--- src/rtl/pool_engine.sv ---
// rtl/pool_engine.sv - 2x2 stride-2 max/average pooling engine between BRAM feature maps
//
// Walks every channel of an IN_H x IN_W x CHANNELS map held in a 1-cycle-latency
// input BRAM. Each non-overlapping 2x2 window is reduced by signed max or
// floor-average, with optional ReLU, and written to the result BRAM.
//
// Ports:
//   clk, rst            clock and synchronous active-high reset
//   pool_en             start request, sampled only while idle
//   mode                0 = max, 1 = average (captured at start)
//   relu_en             clamp negative results to 0 (captured at start)
//   in_rd_en/in_addr    input BRAM read port; in_data valid one cycle later
//   out_wr_en/out_addr/out_data  result BRAM write port
//   busy                high from the first read through the finish cycle
//   pool_finish         one-cycle completion pulse
module pool_engine #(
    parameter int DATA_SIZE = 16,
    parameter int IN_H      = 28,
    parameter int IN_W      = 28,
    parameter int CHANNELS  = 6,
    parameter int ADDR_W    = 16
) (
    input  logic                 clk,
    input  logic                 rst,
    input  logic                 pool_en,
    input  logic                 mode,
    input  logic                 relu_en,
    output logic                 in_rd_en,
    output logic [ADDR_W-1:0]    in_addr,
    input  logic [DATA_SIZE-1:0] in_data,
    output logic                 out_wr_en,
    output logic [ADDR_W-1:0]    out_addr,
    output logic [DATA_SIZE-1:0] out_data,
    output logic                 busy,
    output logic                 pool_finish
);

    localparam int OH    = IN_H / 2;
    localparam int OW    = IN_W / 2;
    localparam int NWIN  = CHANNELS * OH * OW;
    localparam int SUM_W = DATA_SIZE + 2;

    localparam logic [ADDR_W-1:0] LAST_WIN  = ADDR_W'(NWIN - 1);
    localparam logic [ADDR_W-1:0] OCOL_LAST = ADDR_W'(OW - 1);
    localparam logic [ADDR_W-1:0] ROW_W     = ADDR_W'(IN_W);
    localparam logic [ADDR_W-1:0] ROW_SKIP  = ADDR_W'(IN_W + 2);
    localparam logic [ADDR_W-1:0] COL_STEP  = ADDR_W'(2);
    localparam logic [ADDR_W-1:0] ONE       = ADDR_W'(1);

    generate
        if ((IN_H % 2) != 0 || (IN_W % 2) != 0) begin : g_odd_dims
            $error("pool_engine: IN_H and IN_W must both be even");
        end
    endgenerate

    typedef enum logic [2:0] {
        S_IDLE, S_RD0, S_RD1, S_RD2, S_RD3, S_WAIT, S_WR, S_DONE
    } state_t;

    state_t r_state;
    state_t w_next;

    logic                        r_mode;
    logic                        r_relu;
    logic [ADDR_W-1:0]           r_base;      // top-left input address of current window
    logic [ADDR_W-1:0]           r_out_addr;  // output address == window index
    logic [ADDR_W-1:0]           r_ocol;
    logic signed [DATA_SIZE-1:0] r_max;
    logic signed [SUM_W-1:0]     r_sum;

    logic                        w_start;
    logic                        w_last_win;
    logic signed [DATA_SIZE-1:0] w_sample;
    logic signed [SUM_W-1:0]     w_sample_ext;
    logic signed [DATA_SIZE-1:0] w_avg;
    logic signed [DATA_SIZE-1:0] w_pooled;
    logic signed [DATA_SIZE-1:0] w_result;
    logic                        w_unused_sum_lsbs;

    assign w_start      = (r_state == S_IDLE) && pool_en;
    assign w_last_win   = (r_out_addr == LAST_WIN);
    assign w_sample     = $signed(in_data);
    assign w_sample_ext = {{2{w_sample[DATA_SIZE-1]}}, w_sample};

    // Dropping the two LSBs of the 18-bit sum is the arithmetic shift by 2
    // (floor toward -inf); the remaining bits always fit in DATA_SIZE.
    assign w_avg             = r_sum[SUM_W-1:2];
    assign w_unused_sum_lsbs = ^r_sum[1:0];
    assign w_pooled          = r_mode ? w_avg : r_max;
    assign w_result          = (r_relu && w_pooled[DATA_SIZE-1]) ? '0 : w_pooled;

    // State register
    always_ff @(posedge clk) begin
        if (rst) begin
            r_state <= S_IDLE;
        end else begin
            r_state <= w_next;
        end
    end

    // Next-state logic
    always_comb begin
        w_next = r_state;
        case (r_state)
            S_IDLE:  if (pool_en) w_next = S_RD0;
            S_RD0:   w_next = S_RD1;
            S_RD1:   w_next = S_RD2;
            S_RD2:   w_next = S_RD3;
            S_RD3:   w_next = S_WAIT;
            S_WAIT:  w_next = S_WR;
            S_WR:    w_next = w_last_win ? S_DONE : S_RD0;
            S_DONE:  w_next = S_IDLE;
            default: w_next = S_IDLE;
        endcase
    end

    // Datapath: configuration latch, window accumulators, address counters
    always_ff @(posedge clk) begin
        if (rst) begin
            r_mode     <= 1'b0;
            r_relu     <= 1'b0;
            r_base     <= '0;
            r_out_addr <= '0;
            r_ocol     <= '0;
            r_max      <= '0;
            r_sum      <= '0;
        end else begin
            if (w_start) begin
                r_mode     <= mode;
                r_relu     <= relu_en;
                r_base     <= '0;
                r_out_addr <= '0;
                r_ocol     <= '0;
            end

            // Data lags the read by one state: RD1 carries the first sample,
            // WAIT carries the fourth.
            if (r_state == S_RD1) begin
                r_max <= w_sample;
                r_sum <= w_sample_ext;
            end else if (r_state inside {S_RD2, S_RD3, S_WAIT}) begin
                if (w_sample > r_max) begin
                    r_max <= w_sample;
                end
                r_sum <= r_sum + w_sample_ext;
            end

            // Past the last column the base skips the odd row below, which
            // also lands exactly on the next channel after its last row pair.
            if (r_state == S_WR) begin
                r_out_addr <= r_out_addr + ONE;
                if (r_ocol == OCOL_LAST) begin
                    r_ocol <= '0;
                    r_base <= r_base + ROW_SKIP;
                end else begin
                    r_ocol <= r_ocol + ONE;
                    r_base <= r_base + COL_STEP;
                end
            end
        end
    end

    // Output logic
    always_comb begin
        in_rd_en    = 1'b0;
        in_addr     = '0;
        out_wr_en   = 1'b0;
        out_addr    = '0;
        out_data    = '0;
        busy        = (r_state != S_IDLE);
        pool_finish = 1'b0;
        case (r_state)
            S_RD0: begin
                in_rd_en = 1'b1;
                in_addr  = r_base;
            end
            S_RD1: begin
                in_rd_en = 1'b1;
                in_addr  = r_base + ONE;
            end
            S_RD2: begin
                in_rd_en = 1'b1;
                in_addr  = r_base + ROW_W;
            end
            S_RD3: begin
                in_rd_en = 1'b1;
                in_addr  = r_base + ROW_W + ONE;
            end
            S_WR: begin
                out_wr_en = 1'b1;
                out_addr  = r_out_addr;
                out_data  = w_result;
            end
            S_DONE: begin
                pool_finish = 1'b1;
            end
            default: ;
        endcase
    end

endmodule

--- config.mk ---
export PLATFORM = sky130hd
export DESIGN_NAME = pool_engine
export DESIGN_NICKNAME = d
export VERILOG_FILES = /design/src/rtl/pool_engine.sv
export SDC_FILE = /design/constraint.sdc
export NUM_CORES = 1
export LEC_CHECK = 0
export BUFFER_PORTS_ARGS = -buffer_cell sky130_fd_sc_hd__clkbuf_2
export CORE_UTILIZATION = 60
export CTS_CLUSTER_SIZE = 14
export DETAILED_ROUTE_END_ITERATION = 6
export GPL_ROUTABILITY_DRIVEN = 0
export GPL_TIMING_DRIVEN = 0
export PLACE_DENSITY = 0.82
export REMOVE_ABC_BUFFERS = 1
export SYNTH_ARGS = -nofsm -noshare
export SYNTH_HDL_FRONTEND = slang
export SYNTH_SLANG_ARGS = --single-unit
--- constraint.sdc ---
create_clock -name clk -period 3.5 [get_ports clk]
set_clock_uncertainty 0.05 [all_clocks]
set_input_delay 0.35 -clock clk [delete_from_list [all_inputs] [get_ports clk]]
set_output_delay 0.35 -clock clk [all_outputs]
set_load 0.03 [all_outputs]
# == Word-level counts from Yosys, hierarchy flattened ==
# Cells that the tools add are included.
# totals
inputBits,21
register_bits,87
output_inout_bits,52
word_cells,59
# op_classes
n_eq_ne,10
order_cmp,1
mux,22
n_reduce_logical,10
add_sub_neg,8
# op_table
op,count
16-bit 2-to-1 mux,13
16-bit by 1-bit adder with 16-bit output (second input constant),4
16-bit one-hot mux with 4 select lines,1
18-bit 2-to-1 mux,2
16-bit by 5-bit adder with 16-bit output (second input constant),2
3-bit one-hot mux with 8 select lines,1
18-bit by 16-bit adder with 18-bit output,1
16-bit by 2-bit adder with 16-bit output (second input constant),1
16-bit by 11-bit == test with 1-bit output (second input constant),1
16-bit by 4-bit == test with 1-bit output (second input constant),1
16-bit greater-than comparator,1
3-bit == test (second input constant),4
3-bit by 2-bit == test with 1-bit output (second input constant),2
3-bit 2-to-1 mux,2
2-bit nonzero test,3
3-bit nonzero test,2
4-bit OR reduction,1
3-bit by 1-bit == test with 1-bit output (second input constant),1
3-bit logical NOT,1
1-bit 2-to-1 mux,3
1-bit logical AND,2
2-bit inequality test (second input constant),1
2-bit AND reduction,1

# == Longest topological paths before layout ==
# Gate-level depths: netlist (run 1).
# depth
depth_word,4
depth_mapped,14
ltp_nobuf,13

# == Worst setup path after synthesis (run 1) ==
# Ideal clock, no wire load.
# synth_timing
path_type,register -> output
start,register r_base[8]
end,output in_addr[13]
stages_incl_launch_ff,10
t_arrival_ns,2.160
path_buffers,2
t_required_ns,3.100
slack_ns,0.940
path_cell_list,dfxtp_1 -> clkbuf_1 -> nand4_1 -> nor2b_1 -> and3_1 -> clkbuf_1 -> nand3_1 -> xnor2_1 -> a22oi_1 -> o22ai_1
# synth_via
elab_chain_len,3
word_cells_on_any_way,4
cone_classes,3 x add/sub; 1 x mux
# synth_lines
item,line_no,text
start: declaration,65,logic [ADDR_W-1:0] r_base;
start signal: assignment,154,r_base <= r_base + ROW_SKIP;
start signal: assignment,157,r_base <= r_base + COL_STEP;
16-bit by 5-bit adder with 16-bit output,"183, 187",
16-bit by 1-bit adder with 16-bit output,187,in_addr = r_base + ROW_W + ONE;
16-bit one-hot mux with 4 select lines (*),172,case (r_state)
end: declaration,29,"output logic [ADDR_W-1:0] in_addr,"
# Mark *: on every way between the ends. The rest lies on a longest branch, timed or not.

# == Worst setup path after layout (run 1) ==
# layout_timing
start,register r_state[2]
end,register r_max[4]
# layout_via
elab_chain_len,4
word_cells_on_any_way,9
cone_classes,4 x eq/ne; 1 x mux; 4 x reduce/logical
# layout_lines
item,line_no,text
start: declaration,60,state_t r_state;
start signal: assignment,97,r_state <= w_next;
3-bit by 2-bit == test with 1-bit output / 3-bit == test (equally long branches),141,"end else if (r_state inside {S_RD2, S_RD3, S_WAIT}) begin"
3-bit nonzero test,141,
2-bit nonzero test (no source line),-,
2-bit AND reduction (no source line),-,
end signal: assignment,139,r_max <= w_sample;
end signal: assignment,143,r_max <= w_sample;
end: declaration,68,logic signed [DATA_SIZE-1:0] r_max;
# Several ways; a longest one is shown, not always the timed one.
# A chain may end at the register's enable or synchronous reset.

==> results of run 1 <==
-- final cells by class --
class | instances | area (um^2) | share of cell area [%]
repair buffers | 77 | 413 | 5.92
flip-flops and latches | 86 | 1730 | 24.8
clock inverters | 6 | 43.8 | 0.627
multi-input cells | 672 | 4350 | 62.3
inverters | 37 | 141 | 2.03
well taps | 136 | 170 | 2.44
clock buffers | 10 | 138 | 1.97
-- layer usage --
metal / vias to the layer above / wire, um / GRT usage (%)
li1: 3105 / - / -
met1: 3002 / 7240 / 38.1
met2: 276 / 7820 / 53.2
met3: 28 / 1040 / 3.90
met4: 0 / 322 / 9.82
met5: - / 0 / 0
-- repair_timing --
action                     4_1_cts  5_1_grt
hold buffers                     0        0
setup endpoints to repair       73       32
setup buffers                    0        4
pin swaps                        1        2
gates resized for setup          4        2
cloned                           1        0
-- worst max-delay path, stage by stage, from the launching register on --
cell     delay, ns
dfxtp_2       0.74
and2b_1       0.55
a21o_1        0.36
nand2_1       0.17
o31ai_4       0.88
mux2i_1       0.30
nor2_1        0.07
-- worst max-delay path by stage --
| stage | from | endpoint | slack, ns | depth (start not counted) |
|---|---|---|---|---|
| detailed placement | r_state[2] | out_data[2] | -0.39 | 5 |
| finish | r_state[2] | r_max[4] | 0.23 | 6 |
| CTS | r_state[1] | r_max[4] | 0.05 | 7 |
| global route | r_state[0] | r_ocol[12] | 0.05 | 6 |
| global placement | r_state[1] | out_data[5] | -1.01 | 5 |
| floorplan | r_state[1] | out_data[0] | -0.02 | 4 |
-- cells in the final DEF, fill, tap and decap left out, types with 3 or more instances in the layout --
| cell | instances |
|---|---|
| o21ai_1 | 3 |
| nand4_1 | 18 |
| inv_1 | 35 |
| a211oi_1 | 12 |
| a21oi_1 | 74 |
| nor3_1 | 14 |
| buf_4 | 4 |
| xor2_1 | 22 |
| nand2b_1 | 9 |
| mux2i_1 | 37 |
| nand3b_1 | 9 |
| o21a_1 | 9 |
| xnor2_1 | 18 |
| nor2b_1 | 6 |
| o21ai_0 | 21 |
| mux2_2 | 3 |
| and2_1 | 17 |
| a311oi_1 | 5 |
| clkbuf_8 | 10 |
| nand3_1 | 24 |
| a21o_1 | 12 |
| or4_1 | 5 |
| nand2_1 | 69 |
| clkbuf_2 | 71 |
| nor4_1 | 6 |
| dfxtp_1 | 83 |
| or3_1 | 4 |
| o211ai_1 | 4 |
| a31oi_1 | 12 |
| nor2_1 | 116 |
| mux2_1 | 6 |
| o22ai_1 | 21 |
| a22oi_1 | 25 |
| and3_1 | 10 |
| ha_1 | 40 |
-- stage by stage --
| stage | util, % | hold WS (ns) |
|---|---|---|
| after floorplan | - | 0.369 |
| after global placement | 64.9 | 0.412 |
| after detailed placement | 65.1 | 0.434 |
| after CTS | 67.0 | 0.185 |
| after global routing | 67.3 | 0.190 |
| final | 67.3 | 0.189 |
-- cells by family (layout without fill, tap and decap cells) --
family / Yosys count / in the layout
buffers and inverters: 92 / 130
xor gates and xnor gates: 40 / 40
AOI/OAI and AO/OA: 215 / 215
and+or+nand+nor: 328 / 329
adders and majority gates: 42 / 42
DFF: 86 / 86
muxes: 46 / 46
-- flip-flops by register name, indices dropped and copies added, names as in the netlist --
signal,cells
r_out_addr,16
r_max,16
r_mode,1
r_state,3
r_sum,18
r_relu,1
r_ocol,16
r_base,15
-- report_power, final --
part	total, W	leakage, nW	switching [W]	internal (W)
clock network	0.000668	0.0930	0.000386	0.000282
logic	0.000567	1.91	0.000333	0.000234
registers	0.00110	0.698	0.0000797	0.00102
total	0.00233	2.70	0.000799	0.00154
==> impl_metrics.ini, run 1 <==
[timing]
max_freq_ghz = 0.306
drv_slew = 0
post-route-min-period_ns = 3.27
fin_ws_ns = 0.233
rsz0062_at_grt = false
slew_headroom_pct = 26.2
setup_viol = 0
worstMarginPinSlew_ns = 1.10
finalSetupTns_ns = 0
finalCritPeriodShare_pct = 93.3
finalHoldViolations = 0

[grt]
grt_overflow = 0
antenna_found_initial = 0
grt_pass1_vias = 6047
grt_usage_pct = 30.2
grt_pass1_wl_mm = 27.8
grt_max_degree = 53

[worst_hold_path]
hold_depth = 3
hp-class = input pin to flip-flop
min_to = r_mode
min-delay-start = mode

[floorplanning]
ios = 73
design.die.area_um2 = 11200
dieWidth_um = 106
coreArea_um2 = 10400
rows = 37
initial_core_util_pct = 62.1
die_h_um = 106

[place]
place_inst = 1003
place_area_um2 = 6750
dp_slack_ns = -0.394
dpl.hpwl_mm = 11.4
numPortBuffers = 72

[synthesis]
ys_types = 70
synth-compound-area-share_pct = 21.3
synth_seq_area_share_pct = 26.7
syn_area_um2 = 6440
synth_top_cells_by_count = nor2_1 (117), dfxtp_1 (86), a21oi_1 (74)
synth_top_family_by_area = simple AND/OR/NAND/NOR gates
yosysMostFrequentCell = nor2_1
synth_simple_gate_area_share_pct = 24.9
synth.mux.area_fraction_pct = 7.32
synthArstFlopShare_pct = 0
synth_flop_cell = dfxtp_1
ys_warn_count = 0
synth_area_leaders = dfxtp_1 (27%), ha_1 (7.8%), nor2_1 (6.8%), a21oi_1 (5.8%), mux2i_1 (5.8%)
yosysTopAreaCell = dfxtp_1
synth_edf_count = 0
synthAdderAreaFrac_pct = 8.39
yosys.area.top_type_share_pct = 26.7
synth_xor_xnor_area_share_pct = 5.44
syn_inst = 849
avgSynthCellArea_um2 = 7.59
synth.ff_latch_count = 86

[routing]
drt_iter0_markers = 436
vias_per_cell = 6.26
wire_per_inst_um = 16.0
drt-pass1-iter-count = 7
antenna_left = 0
totalWireLength_mm = 16.4
via_count = 6411
drc_errors = 0

[clock_network]
ctsHtreeMaxLevel = 3
cts_tree = built
clock-sinks = 86
clkTransAtPathRegs_ns = 0.09
clockBufferDepth = 2
cts_root_buf = clkbuf_8
numCtsBuffers = 9
worstSkewPairLatency_ns = 0.36

[run_status]
status = finished, final reports clean

[power]
p_leak_nw = 2.70
power_density_nw_per_um2 = 334
ir_drop_uv = 218
p_total_w = 0.00233

[critical_path]
crit_type = flip-flop to flip-flop
r2r-start = r_state[2]
path_max_fanout = 29
critPathLaunchType = flip-flop
reg2reg_to = r_max[4]
r2r_cells = 6
reg2reg_slack_ns = 0.23
cp.required_ns = 3.69
cp-end-kind = flip-flop
arrival_ns = 3.46

[cells_and_area]
n_antenna_cell = 0
nets = 946
finalInstanceArea_um2 = 6980
final_layout_size_suffix_gt1_share_pct = 12.4
num-fill-cells = 915
finalNonFillerCells = 1024
area_growth_syn_to_layout_pct = 8.39

[run]
maxCapViolations = 0
Power figures use the tool's default switching activity.
==> inputs of run 2 (changes only) <==
--- a/config.mk
+++ b/config.mk
@@ -6,12 +6,12 @@
 export NUM_CORES = 1
 export LEC_CHECK = 0
 export BUFFER_PORTS_ARGS = -buffer_cell sky130_fd_sc_hd__clkbuf_2
-export CORE_UTILIZATION = 60
+export CORE_UTILIZATION = 64
 export CTS_CLUSTER_SIZE = 14
 export DETAILED_ROUTE_END_ITERATION = 6
 export GPL_ROUTABILITY_DRIVEN = 0
 export GPL_TIMING_DRIVEN = 0
-export PLACE_DENSITY = 0.82
+export PLACE_DENSITY = 0.86
 export REMOVE_ABC_BUFFERS = 1
 export SYNTH_ARGS = -nofsm -noshare
 export SYNTH_HDL_FRONTEND = slang
==> constraint.sdc (replaced) <==
create_clock -name clk -period 4 [get_ports clk]
set_clock_uncertainty 0.05 [all_clocks]
set_input_delay 0.4 -clock clk [delete_from_list [all_inputs] [get_ports clk]]
set_output_delay 0.4 -clock clk [all_outputs]
set_load 0.03 [all_outputs]
==> impl_metrics.ini, run 2 (synthesis results as in run 1) <==
[run_status]
status = finished, final reports clean

[clock_network]
clockBufferDepth = 2
worstSkewPairLatency_ns = 0.36
ctsHtreeMaxLevel = 3
clock-sinks = 86
ctsHoldBuffers = 0
cts_tree = built
cts_root_buf = clkbuf_8
numCtsBuffers = 9
clkTransAtPathRegs_ns = 0.08

[power]
clockPowerShare_pct = 26.8
p_sw_w = 0.000683
combPwrFrac_pct = 25.6
p_int_w = 0.00132
p_leak_nw = 2.69
power_density_nw_per_um2 = 289
seq_power_share_pct = 47.5
ir_drop_uv = 164
switching_share_pct = 34.1

[worst_hold_path]
min_to = r_out_addr[8]
min-delay-start = rst
hp-class = input pin to flip-flop
hold_depth = 2

[routing]
wire_per_inst_um = 16.1
antenna_left = 0
drt-pass1-iter-count = 7
via_count = 6432
drt_iter0_markers = 415
totalWireLength_mm = 16.3
drc_errors = 0
vias_per_cell = 6.33

[place]
dpl.hpwl_mm = 11.2
numPortBuffers = 72
dp_slack_ns = 0.234

[cells_and_area]
final_layout_size_suffix_gt1_share_pct = 11.4
area_growth_syn_to_layout_pct = 7.85
top_register = r_sum
mostFrequentLayoutCells = nor2_1 (117), dfxtp_1 (84), a21oi_1 (74)
n_antenna_cell = 0
nets = 943
final_common_cell = nor2_1
largest_reg_flops = 18

[critical_path]
path_max_fanout = 32
crit_type = flip-flop to output port
reg2reg_slack_ns = 0.58
cp-end-kind = output port
r2r-start = r_state[1]
cp.required_ns = 3.55
arrival_ns = 3.06
reg2reg_to = r_max[14]
r2r_cells = 7
crit_start = r_state[2]
critPathLaunchType = flip-flop

[timing]
finalHoldViolations = 0
drv_slew = 0
worstMarginPinSlew_ns = 1.12
fin_ws_ns = 0.486
max_freq_ghz = 0.285
post-route-min-period_ns = 3.51
finalSetupTns_ns = 0
setup_viol = 0
slew_headroom_pct = 25.0
finalCritPeriodShare_pct = 87.8
rsz0062_at_grt = false

[grt]
antenna_found_initial = 0
grt_overflow = 0
grt_usage_pct = 31.3
grt_pass1_vias = 5916
grt_pass1_wl_mm = 26.3
grt_max_degree = 88

[floorplanning]
coreArea_um2 = 9770
design.die.area_um2 = 10500
ios = 73
dieWidth_um = 102
die_h_um = 102
rows = 36
initial_core_util_pct = 65.9

[run]
maxCapViolations = 0
run 2: changes by cell type in the layout (fill, tap and decap cells not counted), sizes merged:
cell / delta
buf: -3
inv: -2
run 2: area by class of cell:
cell class / instances / area [um^2]
flip-flops and latches: 86 / 1730
well taps: 133 / 166
fillers: 838 / 2830
repair buffers: 74 / 418
inverters: 37 / 139
clock inverters: 4 / 26.3
multi-input cells: 672 / 4340
clock buffers: 10 / 128
run 2: critical path: stages (launching register included):
cell	delay [ns]
dfxtp_2	0.71
nand3b_1	0.50
inv_2	0.54
nand2_1	0.50
nor2_1	0.23
clkbuf_2	0.23
run 2: what timing repair did:
action                                  4_1_cts  5_1_grt
buffers inserted                              0        0
gates resized for setup                       1        1
pin swaps                                     1        0
endpoints found under the setup margin       15       15
gates cloned                                  1        0
run 2: worst max path at each step:
stage	to	slack (ns)	depth (start not counted)
floorplan	out_data[0]	0.43	4
global placement	out_data[5]	-0.38	5
detailed placement	out_data[3]	0.23	5
CTS	out_data[3]	0.21	5
global route	out_data[5]	0.26	5
finish	out_data[3]	0.49	5
run 2: per-stage QoR:
stage          cells  power (W)  cell area [um^2]  utilization (%)  hold WS (ns)
2_1_floorplan    794    0.00132              6190                -         0.394
3_3_place_gp     999    0.00144              6720             68.8         0.410
3_5_place_dp    1000    0.00146              6750             69.1         0.431
4_1_cts         1015    0.00199              6920             70.8         0.213
5_1_grt         1016    0.00210              6950             71.1         0.218
6_report        1016    0.00200              6950             71.1         0.220
run 2: per-layer routing:
layer / vias up / track usage [%] / part of all wire, %
li1: 3106 / - / -
met4: 0 / 13.4 / 2.7
met3: 43 / 5.54 / 5.8
met5: - / 0 / 0
met2: 254 / 55.9 / 49
met1: 3029 / 36.8 / 43
run 2: power by group through the flow:
stage	sequential (W)	combinational, W	clock [W]
global placement	0.000973	0.000462	0
finish	0.000952	0.000514	0.000538
detailed placement	0.000978	0.000487	0
floorplan	0.000955	0.000365	0
global route	0.000957	0.000564	0.000579
CTS	0.000958	0.000493	0.000539
